[config.mk]
export PLATFORM = sky130hd
export DESIGN_NAME = mac_stop_ctrl_flat
export DESIGN_NICKNAME = d
export VERILOG_FILES = /design/src/rtl/mac_stop_ctrl_if.sv /design/src/rtl/mac_stop_ctrl.sv /design/src/flat_wrapper.sv
export SDC_FILE = /design/constraint.sdc
export NUM_CORES = 2
export LEC_CHECK = 0
export CORE_MARGIN = 2
export CORE_UTILIZATION = 30
export CTS_CLUSTER_SIZE = 40
export DETAILED_ROUTE_END_ITERATION = 8
export HOLD_SLACK_MARGIN = 0.08
export SLEW_MARGIN = 20
export SYNTH_ARGS = -nofsm -noshare
export SYNTH_HDL_FRONTEND = slang
export SYNTH_SLANG_ARGS = --single-unit
[constraint.sdc]
create_clock -name clk -period 15.14 [get_ports clk]
set_clock_uncertainty 0.05 [all_clocks]
set_input_delay 3.028 -clock clk [delete_from_list [all_inputs] [get_ports clk]]
set_output_delay 3.028 -clock clk [all_outputs]
set_load 0.02 [all_outputs]
[src/rtl/mac_stop_ctrl_if.sv]
// Bus bundle between mac_stop_ctrl and the start/done handshake plus the
// mac_stop_mem read/write ports. master = controller side, slave = the
// environment (top-level requester and memory).
interface mac_stop_ctrl_if #(
  parameter int M                      = 3,
  parameter int K                      = 5,
  parameter int N                      = 5,
  parameter int DATA_WIDTH_INIT_MATRIX = 32
);
  localparam int DATA_WIDTH_RESULT_MATRIX = 2*DATA_WIDTH_INIT_MATRIX + $clog2(K);
  localparam int AM = $clog2(M);
  localparam int AK = $clog2(K);
  localparam int AN = $clog2(N);

  logic                                start;
  logic                                busy;
  logic                                done;
  logic [AM-1:0]                       row_addr_a;
  logic [AK-1:0]                       col_addr_a;
  logic [AK-1:0]                       row_addr_b;
  logic [AN-1:0]                       col_addr_b;
  logic [AM-1:0]                       row_addr_c;
  logic [AN-1:0]                       col_addr_c;
  logic                                matrix_a_re;
  logic                                matrix_b_re;
  logic                                matrix_c_we;
  logic                                matrix_a_we;
  logic                                matrix_b_we;
  logic                                matrix_c_re;
  logic [DATA_WIDTH_RESULT_MATRIX-1:0] data_in_c;
  logic [DATA_WIDTH_INIT_MATRIX-1:0]   data_out_a;
  logic [DATA_WIDTH_INIT_MATRIX-1:0]   data_out_b;

  modport master (
    input  start, data_out_a, data_out_b,
    output busy, done,
    output row_addr_a, col_addr_a, row_addr_b, col_addr_b, row_addr_c, col_addr_c,
    output matrix_a_re, matrix_b_re, matrix_c_we, matrix_a_we, matrix_b_we, matrix_c_re,
    output data_in_c
  );

  modport slave (
    output start, data_out_a, data_out_b,
    input  busy, done,
    input  row_addr_a, col_addr_a, row_addr_b, col_addr_b, row_addr_c, col_addr_c,
    input  matrix_a_re, matrix_b_re, matrix_c_we, matrix_a_we, matrix_b_we, matrix_c_re,
    input  data_in_c
  );
endinterface

[src/rtl/mac_stop_ctrl.sv]
// mac_stop_ctrl: sequencer that reads A (MxK) and B (KxN) from mac_stop_mem,
// accumulates C = A*B one element at a time (K+2 cycles per element) and
// writes C back row-major.
// Optional feature: define MAC_STOP_CTRL_CYCLE_CNT_EN to add the cycle_count
// output (busy cycles of the last run).
module mac_stop_ctrl #(
  parameter int M                      = 3,
  parameter int K                      = 5,
  parameter int N                      = 5,
  parameter int DATA_WIDTH_INIT_MATRIX = 32
) (
  input  logic            clk,
  input  logic            resetn,
  mac_stop_ctrl_if.master bus
`ifdef MAC_STOP_CTRL_CYCLE_CNT_EN
  ,
  output logic [31:0]     cycle_count
`endif
);
  localparam int DW = DATA_WIDTH_INIT_MATRIX;
  localparam int RW = 2*DATA_WIDTH_INIT_MATRIX + $clog2(K);
  localparam int AM = $clog2(M);
  localparam int AK = $clog2(K);
  localparam int AN = $clog2(N);

  localparam logic [AM-1:0] M_LAST = AM'(M-1);
  localparam logic [AK-1:0] K_LAST = AK'(K-1);
  localparam logic [AN-1:0] N_LAST = AN'(N-1);

  typedef enum logic [2:0] {
    S_IDLE  = 3'd0,
    S_ISSUE = 3'd1,
    S_DRAIN = 3'd2,
    S_WRITE = 3'd3,
    S_DONE  = 3'd4
  } state_t;

  state_t        state, state_nxt;
  logic [AM-1:0] i_q, i_nxt;
  logic [AK-1:0] k_q, k_nxt;
  logic [AN-1:0] j_q, j_nxt;

  logic          vld_p1;
  logic          first_p1;
  logic [RW-1:0] acc_p1;

  // Full-precision unsigned product, zero-extended to the accumulator width.
  function automatic logic [RW-1:0] widen_prod(input logic [DW-1:0] a,
                                               input logic [DW-1:0] b);
    logic [2*DW-1:0] p;
    p = {{DW{1'b0}}, a} * {{DW{1'b0}}, b};
    return RW'(p);
  endfunction

  // State and loop-counter registers.
  always_ff @(posedge clk or negedge resetn) begin
    if (!resetn) begin
      state <= S_IDLE;
      i_q   <= '0;
      k_q   <= '0;
      j_q   <= '0;
    end else begin
      state <= state_nxt;
      i_q   <= i_nxt;
      k_q   <= k_nxt;
      j_q   <= j_nxt;
    end
  end

  // Next-state and counter update: k walks the dot product, j then i walk C row-major.
  always_comb begin
    state_nxt = state;
    i_nxt     = i_q;
    k_nxt     = k_q;
    j_nxt     = j_q;
    case (state)
      S_IDLE: begin
        if (bus.start) begin
          state_nxt = S_ISSUE;
          i_nxt     = '0;
          k_nxt     = '0;
          j_nxt     = '0;
        end
      end
      S_ISSUE: begin
        if (k_q == K_LAST) begin
          k_nxt     = '0;
          state_nxt = S_DRAIN;
        end else begin
          k_nxt = k_q + 1'b1;
        end
      end
      S_DRAIN: state_nxt = S_WRITE;
      S_WRITE: begin
        state_nxt = S_ISSUE;
        if (j_q == N_LAST) begin
          j_nxt = '0;
          if (i_q == M_LAST) begin
            i_nxt     = '0;
            state_nxt = S_DONE;
          end else begin
            i_nxt = i_q + 1'b1;
          end
        end else begin
          j_nxt = j_q + 1'b1;
        end
      end
      S_DONE:  state_nxt = S_IDLE;
      default: state_nxt = S_IDLE;
    endcase
  end

  // Read-return stage: memory data arrives one cycle after the read was issued.
  always_ff @(posedge clk or negedge resetn) begin
    if (!resetn) begin
      vld_p1   <= 1'b0;
      first_p1 <= 1'b0;
      acc_p1   <= '0;
    end else begin
      vld_p1   <= (state == S_ISSUE);
      first_p1 <= (state == S_ISSUE) && (k_q == '0);
      if (vld_p1)
        acc_p1 <= (first_p1 ? '0 : acc_p1) + widen_prod(bus.data_out_a, bus.data_out_b);
    end
  end

  // Outputs decoded only from registered state, counters and accumulator.
  always_comb begin
    bus.busy        = (state == S_ISSUE) || (state == S_DRAIN) || (state == S_WRITE);
    bus.done        = (state == S_DONE);
    bus.matrix_a_re = (state == S_ISSUE);
    bus.matrix_b_re = (state == S_ISSUE);
    bus.matrix_c_we = (state == S_WRITE);
    bus.matrix_a_we = 1'b0;
    bus.matrix_b_we = 1'b0;
    bus.matrix_c_re = 1'b0;
    bus.row_addr_a  = i_q;
    bus.col_addr_a  = k_q;
    bus.row_addr_b  = k_q;
    bus.col_addr_b  = j_q;
    bus.row_addr_c  = i_q;
    bus.col_addr_c  = j_q;
    bus.data_in_c   = (state == S_WRITE) ? acc_p1 : '0;
  end

`ifdef MAC_STOP_CTRL_CYCLE_CNT_EN
  // Run-length counter: cleared on start accept, counts every busy cycle, then holds.
  always_ff @(posedge clk or negedge resetn) begin
    if (!resetn)
      cycle_count <= '0;
    else if ((state == S_IDLE) && bus.start)
      cycle_count <= '0;
    else if ((state == S_ISSUE) || (state == S_DRAIN) || (state == S_WRITE))
      cycle_count <= cycle_count + 32'd1;
  end
`endif

endmodule

[src/flat_wrapper.sv]
// flat-port wrapper written by rule: the top's interface ports become plain ports
module mac_stop_ctrl_flat 
#(
  parameter int M                      = 3,
  parameter int K                      = 5,
  parameter int N                      = 5,
  parameter int DATA_WIDTH_INIT_MATRIX = 32
)
  (clk, resetn, bus_start, bus_data_out_a, bus_data_out_b, bus_busy, bus_done, bus_row_addr_a, bus_col_addr_a, bus_row_addr_b, bus_col_addr_b, bus_row_addr_c, bus_col_addr_c, bus_matrix_a_re, bus_matrix_b_re, bus_matrix_c_we, bus_matrix_a_we, bus_matrix_b_we, bus_matrix_c_re, bus_data_in_c);
  mac_stop_ctrl_if #(.M(M), .K(K), .N(N), .DATA_WIDTH_INIT_MATRIX(DATA_WIDTH_INIT_MATRIX)) bus_i ();
  input  logic clk;
  input  logic resetn;
  input wire logic [$bits(bus_i.start)-1:0] bus_start;
  input wire logic [$bits(bus_i.data_out_a)-1:0] bus_data_out_a;
  input wire logic [$bits(bus_i.data_out_b)-1:0] bus_data_out_b;
  output wire logic [$bits(bus_i.busy)-1:0] bus_busy;
  output wire logic [$bits(bus_i.done)-1:0] bus_done;
  output wire logic [$bits(bus_i.row_addr_a)-1:0] bus_row_addr_a;
  output wire logic [$bits(bus_i.col_addr_a)-1:0] bus_col_addr_a;
  output wire logic [$bits(bus_i.row_addr_b)-1:0] bus_row_addr_b;
  output wire logic [$bits(bus_i.col_addr_b)-1:0] bus_col_addr_b;
  output wire logic [$bits(bus_i.row_addr_c)-1:0] bus_row_addr_c;
  output wire logic [$bits(bus_i.col_addr_c)-1:0] bus_col_addr_c;
  output wire logic [$bits(bus_i.matrix_a_re)-1:0] bus_matrix_a_re;
  output wire logic [$bits(bus_i.matrix_b_re)-1:0] bus_matrix_b_re;
  output wire logic [$bits(bus_i.matrix_c_we)-1:0] bus_matrix_c_we;
  output wire logic [$bits(bus_i.matrix_a_we)-1:0] bus_matrix_a_we;
  output wire logic [$bits(bus_i.matrix_b_we)-1:0] bus_matrix_b_we;
  output wire logic [$bits(bus_i.matrix_c_re)-1:0] bus_matrix_c_re;
  output wire logic [$bits(bus_i.data_in_c)-1:0] bus_data_in_c;
  assign bus_i.start = bus_start;
  assign bus_i.data_out_a = bus_data_out_a;
  assign bus_i.data_out_b = bus_data_out_b;
  assign bus_busy = bus_i.busy;
  assign bus_done = bus_i.done;
  assign bus_row_addr_a = bus_i.row_addr_a;
  assign bus_col_addr_a = bus_i.col_addr_a;
  assign bus_row_addr_b = bus_i.row_addr_b;
  assign bus_col_addr_b = bus_i.col_addr_b;
  assign bus_row_addr_c = bus_i.row_addr_c;
  assign bus_col_addr_c = bus_i.col_addr_c;
  assign bus_matrix_a_re = bus_i.matrix_a_re;
  assign bus_matrix_b_re = bus_i.matrix_b_re;
  assign bus_matrix_c_we = bus_i.matrix_c_we;
  assign bus_matrix_a_we = bus_i.matrix_a_we;
  assign bus_matrix_b_we = bus_i.matrix_b_we;
  assign bus_matrix_c_re = bus_i.matrix_c_re;
  assign bus_data_in_c = bus_i.data_in_c;
  mac_stop_ctrl #(.M(M), .K(K), .N(N), .DATA_WIDTH_INIT_MATRIX(DATA_WIDTH_INIT_MATRIX)) u_core (.clk(clk), .resetn(resetn), .bus(bus_i));
endmodule
* Yosys cells after proc, flatten, opt, wreduce, memory -nomap -nowiden
Cells that the tools add are included.
** Storage, ports and cells
- Bits in registers :: 80
- Logic and storage cells :: 49
- Output and inout port bits :: 91
** Cells by class
- Muxes and demuxes :: 16
- Reductions and logical operators :: 11
- Equal/unequal tests :: 10
- Multipliers :: 1
- Add/sub/neg operators :: 4
** Operators by type and width (count)
- 67-bit 2-to-1 mux :: 2
- 67-bit by 64-bit adder with 67-bit output :: 1
- 32-bit by 32-bit multiplier with 64-bit output :: 1
- 3-bit 2-to-1 mux :: 7
- 3-bit one-hot mux with 2 select lines :: 2
- 3-bit one-hot mux with 4 select lines :: 1
- 3-bit == test (second input constant) :: 3
- 3-bit by 1-bit adder with 3-bit output (second input constant) :: 2
- 3-bit by 2-bit == test with 1-bit output (second input constant) :: 2
- 3-bit logical NOT :: 2
- 2-bit 2-to-1 mux :: 3
- 2-bit AND reduction :: 3
- 2-bit by 1-bit inequality test with 1-bit output (second input constant) :: 2
- 2-bit one-hot mux with 2 select lines :: 1
- 2-bit nonzero test :: 2
- 3-bit by 1-bit == test with 1-bit output (second input constant) :: 1
- 3-bit AND reduction :: 1
- 2-bit by 1-bit adder with 2-bit output (second input constant) :: 1
- 2-bit == test (second input constant) :: 1
- 1-bit logical OR :: 2
- 2-bit inequality test (second input constant) :: 1
- 1-bit logical AND :: 1

* Depth between registers and ports, before layout
- Word-level depth :: 4
- Mapped depth :: 29

* Worst setup path after synthesis
OpenSTA, ideal clock, no wires.
- Kind :: input to register
- From :: input port bus_data_out_b[0]
- To :: register u_core.acc_p1[61]
- Arrival time :: 9.965 ns
- Stages :: 27
- Buffers on the path :: 2
- Library setup time :: 0.101 ns
- Required time :: 14.989 ns
- Setup slack :: 5.024 ns
- Cells stage by stage :: clkbuf_1 -> and2_1 -> fa_1 -> inv_1 -> fa_1 -> inv_1 -> fa_1 -> inv_1 -> fa_1 -> inv_1 -> fa_1 -> fa_1 -> fa_1 -> inv_1 -> fa_1 -> inv_1 -> ha_1 -> buf_2 -> nand4_1 -> or4_4 -> nand3b_4 -> o211ai_2 -> o21ai_2 -> a211o_1 -> a2111oi_4 -> nor2_2 -> o311ai_2
** Between the ends
- Longest elaborated chain between the ends :: 2
** Ends and longest elaborated chain
- start: declaration :: line flat_wrapper.sv:15 : input wire logic [$bits(bus_i.data_out_b)-1:0] bus_data_out_b;
- 32-bit by 32-bit multiplier with 64-bit output :: line mac_stop_ctrl.sv:51 : p = {{DW{1'b0}}, a} * {{DW{1'b0}}, b};
- 67-bit by 64-bit adder with 67-bit output :: line mac_stop_ctrl.sv:123 : acc_p1 <= (first_p1 ? '0 : acc_p1) + widen_prod(bus.data_out_a, bus.data_out_b);
- end signal: assignment :: line mac_stop_ctrl.sv:123
- end: declaration :: line mac_stop_ctrl.sv:45 : logic [RW-1:0] acc_p1;
No other way between the ends.
A chain may end at the register's enable or synchronous reset.

* Final worst setup path
- From :: input port bus_data_out_a[17]
- To :: register u_core.acc_p1[64]
** Between the ends
- Longest elaborated chain between the ends :: 2
** Ends and longest elaborated chain
- start: declaration :: line flat_wrapper.sv:14 : input wire logic [$bits(bus_i.data_out_a)-1:0] bus_data_out_a;
- 32-bit by 32-bit multiplier with 64-bit output :: line mac_stop_ctrl.sv:51
- 67-bit by 64-bit adder with 67-bit output :: line mac_stop_ctrl.sv:123
No other way between the ends.

==> metrics.log <==
[metrics] worst min-delay path class: flop to flop
[metrics] min cycle time layout: 11620 ps
[metrics] Synth Area in XOR/XNOR: 1.131%
[metrics] GRT Total Usage: 17.85%
[metrics] share of synthesized flip-flops with an asynchronous set or reset: 100.0%
[metrics] total number of yosys warnings: 0
[metrics] WHS Path Cells: 1
[metrics] cts bufs inserted: 9
[metrics] count of endpoints failing setup in the final report: 0
[metrics] vias: 29020
[metrics] first-pass detailed-route iteration total: 5
[metrics] count of unique library cells instantiated by Yosys: 70
[metrics] Synth Area in Simple Gates: approximately 18%
[metrics] startpoint kind of the worst setup timing path: input port
[metrics] final wirelength: 116000 um
[metrics] fin util: 32.74%
[metrics] fraction of layout instances using a drive strength above 1: 3.557%
[metrics] Total Die Area: 134600 um^2
[metrics] type of the worst setup path: input port to flop
[metrics] number of storage elements in the synthesis netlist: 80
[metrics] initial antenna violation count: 9
[metrics] ratio of final minimum period to clock period: between 70 and 80%
[metrics] most used flip-flop cell after synthesis: dfrtp_1
[metrics] run status: finished, final reports clean
[metrics] buffers added on ports: 154
[metrics] horizontal die dimension: about 370 um
[metrics] worst rel slew slack: 34.03%
[metrics] TritonCTS clock tree: built
[metrics] number of hold buffers added after CTS: 0
[metrics] top cells by count, synth: inv_1 (1063), fa_1 (962), and2_1 (593), nand2_1 (561), ha_1 (260)
[metrics] number of hold violations in the final report: 0
[metrics] cell taking the most area after synthesis: fa_1
[metrics] nets@finish: 5642
[metrics] Mapped Area: between 30000 and 40000 um^2
[metrics] clk_lat worst skew: 380 ps
[metrics] Max clock buf depth: 2
[metrics] Antenna Violating Nets Remaining: 0
[metrics] Root Buffer Master: clkbuf_16
[metrics] overall die height: approximately 370 um
[metrics] data arrival time at the worst-slack endpoint: around 12000 ps
[metrics] H-tree levels: 3
[metrics] number of global-route vias before repair: 32370
[metrics] Compound-Gate Fraction of Synth Area: 4.557%
[metrics] hold slack final: 472.9 ps
[metrics] Max Cap Violations: 0
[metrics] Core Area: 131100 um^2
[metrics] largest net degree at the start of global routing: between 60 and 70
[metrics] main combinational cell family by area after synthesis: adder cells
[metrics] row count: about 130
[metrics] post-route non-filler standard cell count: 6114
[metrics] Seq/Total Area, Yosys: about 5.1%
[metrics] average size of a mapped cell: 9.014 um^2
[metrics] fraction of synthesized area in multiplexers: 1.536%
[metrics] area share of the largest cell type after synthesis: 48.75%
[metrics] number of standard cells after synthesis: 4383
[metrics] GRT Residual Overflow: 0
[metrics] wire length of the first global-routing pass: 188500 um
[metrics] Final Wtd Congestion: slightly below 0.9
[metrics] starting density of the core: roughly 30%
[metrics] Post-Place Cells: roughly 6100
[metrics] post-route setup TNS: 0 ps
[metrics] library cell with the highest instance count after synthesis: inv_1
[metrics] number of pins with negative max-slew slack in the final report: 0
[metrics] critical path capture point type: flop
[metrics] routed length per placed instance: between 15 and 20 um
[metrics] largest fanout of any net on the critical path: 20
[metrics] count of cells along the worst register-to-register path: 25
[metrics] Vias per Instance: 4.746
[metrics] Worst Tran Pin Value: 986.5 ps
[metrics] unrepaired setup endpoints after global routing: no
[metrics] highest clock rate: 86.05 MHz
[metrics] required time at the endpoint of the critical path: 15380 ps
[metrics] drc violations: 0
[metrics] I/O pin total: 158
[metrics] adder and majority cell fraction of the synthesized area: 56.98%
[metrics] detailed-placement wirelength estimate: 91100 um
[metrics] Resized Gates After CTS: 0
[metrics] number of setup buffers added after CTS: 0
[metrics] synth top area cells: fa_1 (49%), inv_1 (10%), and2_1 (9.4%)
[metrics] CTS clock-pin slew for the worst setup and hold paths: around 70 ps
[metrics] reg-to-reg slack, setup: 6020 ps
[metrics] Syn-to-layout area delta: 8.684%
[metrics] EDFF count, synth: 0
[metrics] number of DRC markers in iteration 0: 1614
[metrics] total number of clock tree sinks: 80
-- cells in the final DEF (no fill, tap or decap), types with 21 or more instances in the layout --
cell type        instances
ha_1                   260
dfrtp_1                 78
and2_1                 593
nor2b_1                 57
o21ai_0                 51
a21oi_1                 85
a21o_1                  37
nor2_1                  53
mux2_2                  53
inv_1                 1062
clkdlybuf4s50_1        141
nand2_1                561
nand2b_1                24
nand4_1                 22
nand3_1                 21
xnor2_1                 31
fa_1                   962
buf_4                   58
-- state kept, by name, indices dropped and copies added (netlist names) --
signal                 flops
u_core.bus.row_addr_a      2
u_core.bus.col_addr_b      3
u_core.state               3
u_core.first_p1            1
u_core.bus.col_addr_a      3
u_core.acc_p1             67
u_core.vld_p1              1
-- kinds of logic after synthesis --
group | Yosys count
flops | 80
mux | 54
simple gates | 1385
compound gates | 273
buf+inv | 1317
fa+ha+maj | 1222
xor+xnor | 51
other cells | 1
-- final timing paths --
| check | to | start |
|---|---|---|
| setup / recovery | u_core.acc_p1[64]$_DFFE_PN0P_ | bus_data_out_a[17] |
| hold reg to reg | u_core.acc_p1[48]$_DFFE_PN0P_ | u_core.acc_p1[48]$_DFFE_PN0P_ |
| min in group asynchronous | u_core.acc_p1[56]$_DFFE_PN0P_ | resetn |
| max in group asynchronous | u_core.acc_p1[22]$_DFFE_PN0P_ | resetn |
| hold / removal | u_core.acc_p1[48]$_DFFE_PN0P_ | u_core.acc_p1[48]$_DFFE_PN0P_ |
| setup reg to reg | u_core.acc_p1[64]$_DFFE_PN0P_ | u_core.first_p1$_DFF_PN0_ |
-- metal layers --
layer	part of all wire [%]	global-route usage [%]	vias up	routed length, um
li1	-	-	12640	-
met1	45	24.88	15310	52460
met2	47	29.22	900	54060
met3	5.3	2.148	170	6199
met4	2.8	4.894	0	3244
met5	0	0	-	0
-- through the flow --
stage / cell area [um^2] / worst slack [ps]
after floorplan: 39510 / 5024
after global placement: 42610 / 3165
after detailed placement: 42610 / 3149
after CTS: 42930 / 3522
after global routing: 42930 / 3101
final: 42940 / 3519
-- area by class of cell --
class / instances / area (um^2)
Clock buffer: 10 / 239.0
Multi-Input combinational cell: 2988 / 32510
Fill cell: 13790 / 88190
Timing Repair Buffer: 211 / 1907
Antenna cell: 2 / 5.005
Clock inverter: 5 / 81.33
Inverter: 1063 / 3991
Tap cell: 1755 / 2196
Sequential cell: 80 / 2007
-- critical path, stage by stage --
cell             delay (ps)
clkdlybuf4s50_1         910
buf_4                   420
and2_1                  200
fa_1                    440
fa_1                    500
fa_1                    520
inv_1                    50
fa_1                    470
inv_1                    50
fa_1                    480
fa_1                    540
fa_1                    500
inv_1                    50
fa_1                    510
inv_1                    50
ha_1                    440
nand2_1                  70
o21ai_0                 380
nand2b_1                160
o311ai_0                290
buf_4                   260
a211o_1                 290
a31oi_1                 480
a31oi_1                 260
a311o_1                 400
o221ai_1                 70
Power is left out: the tool's default activity adds up to more than one toggle a clock period on the data nets, which glitch-free logic cannot reach.
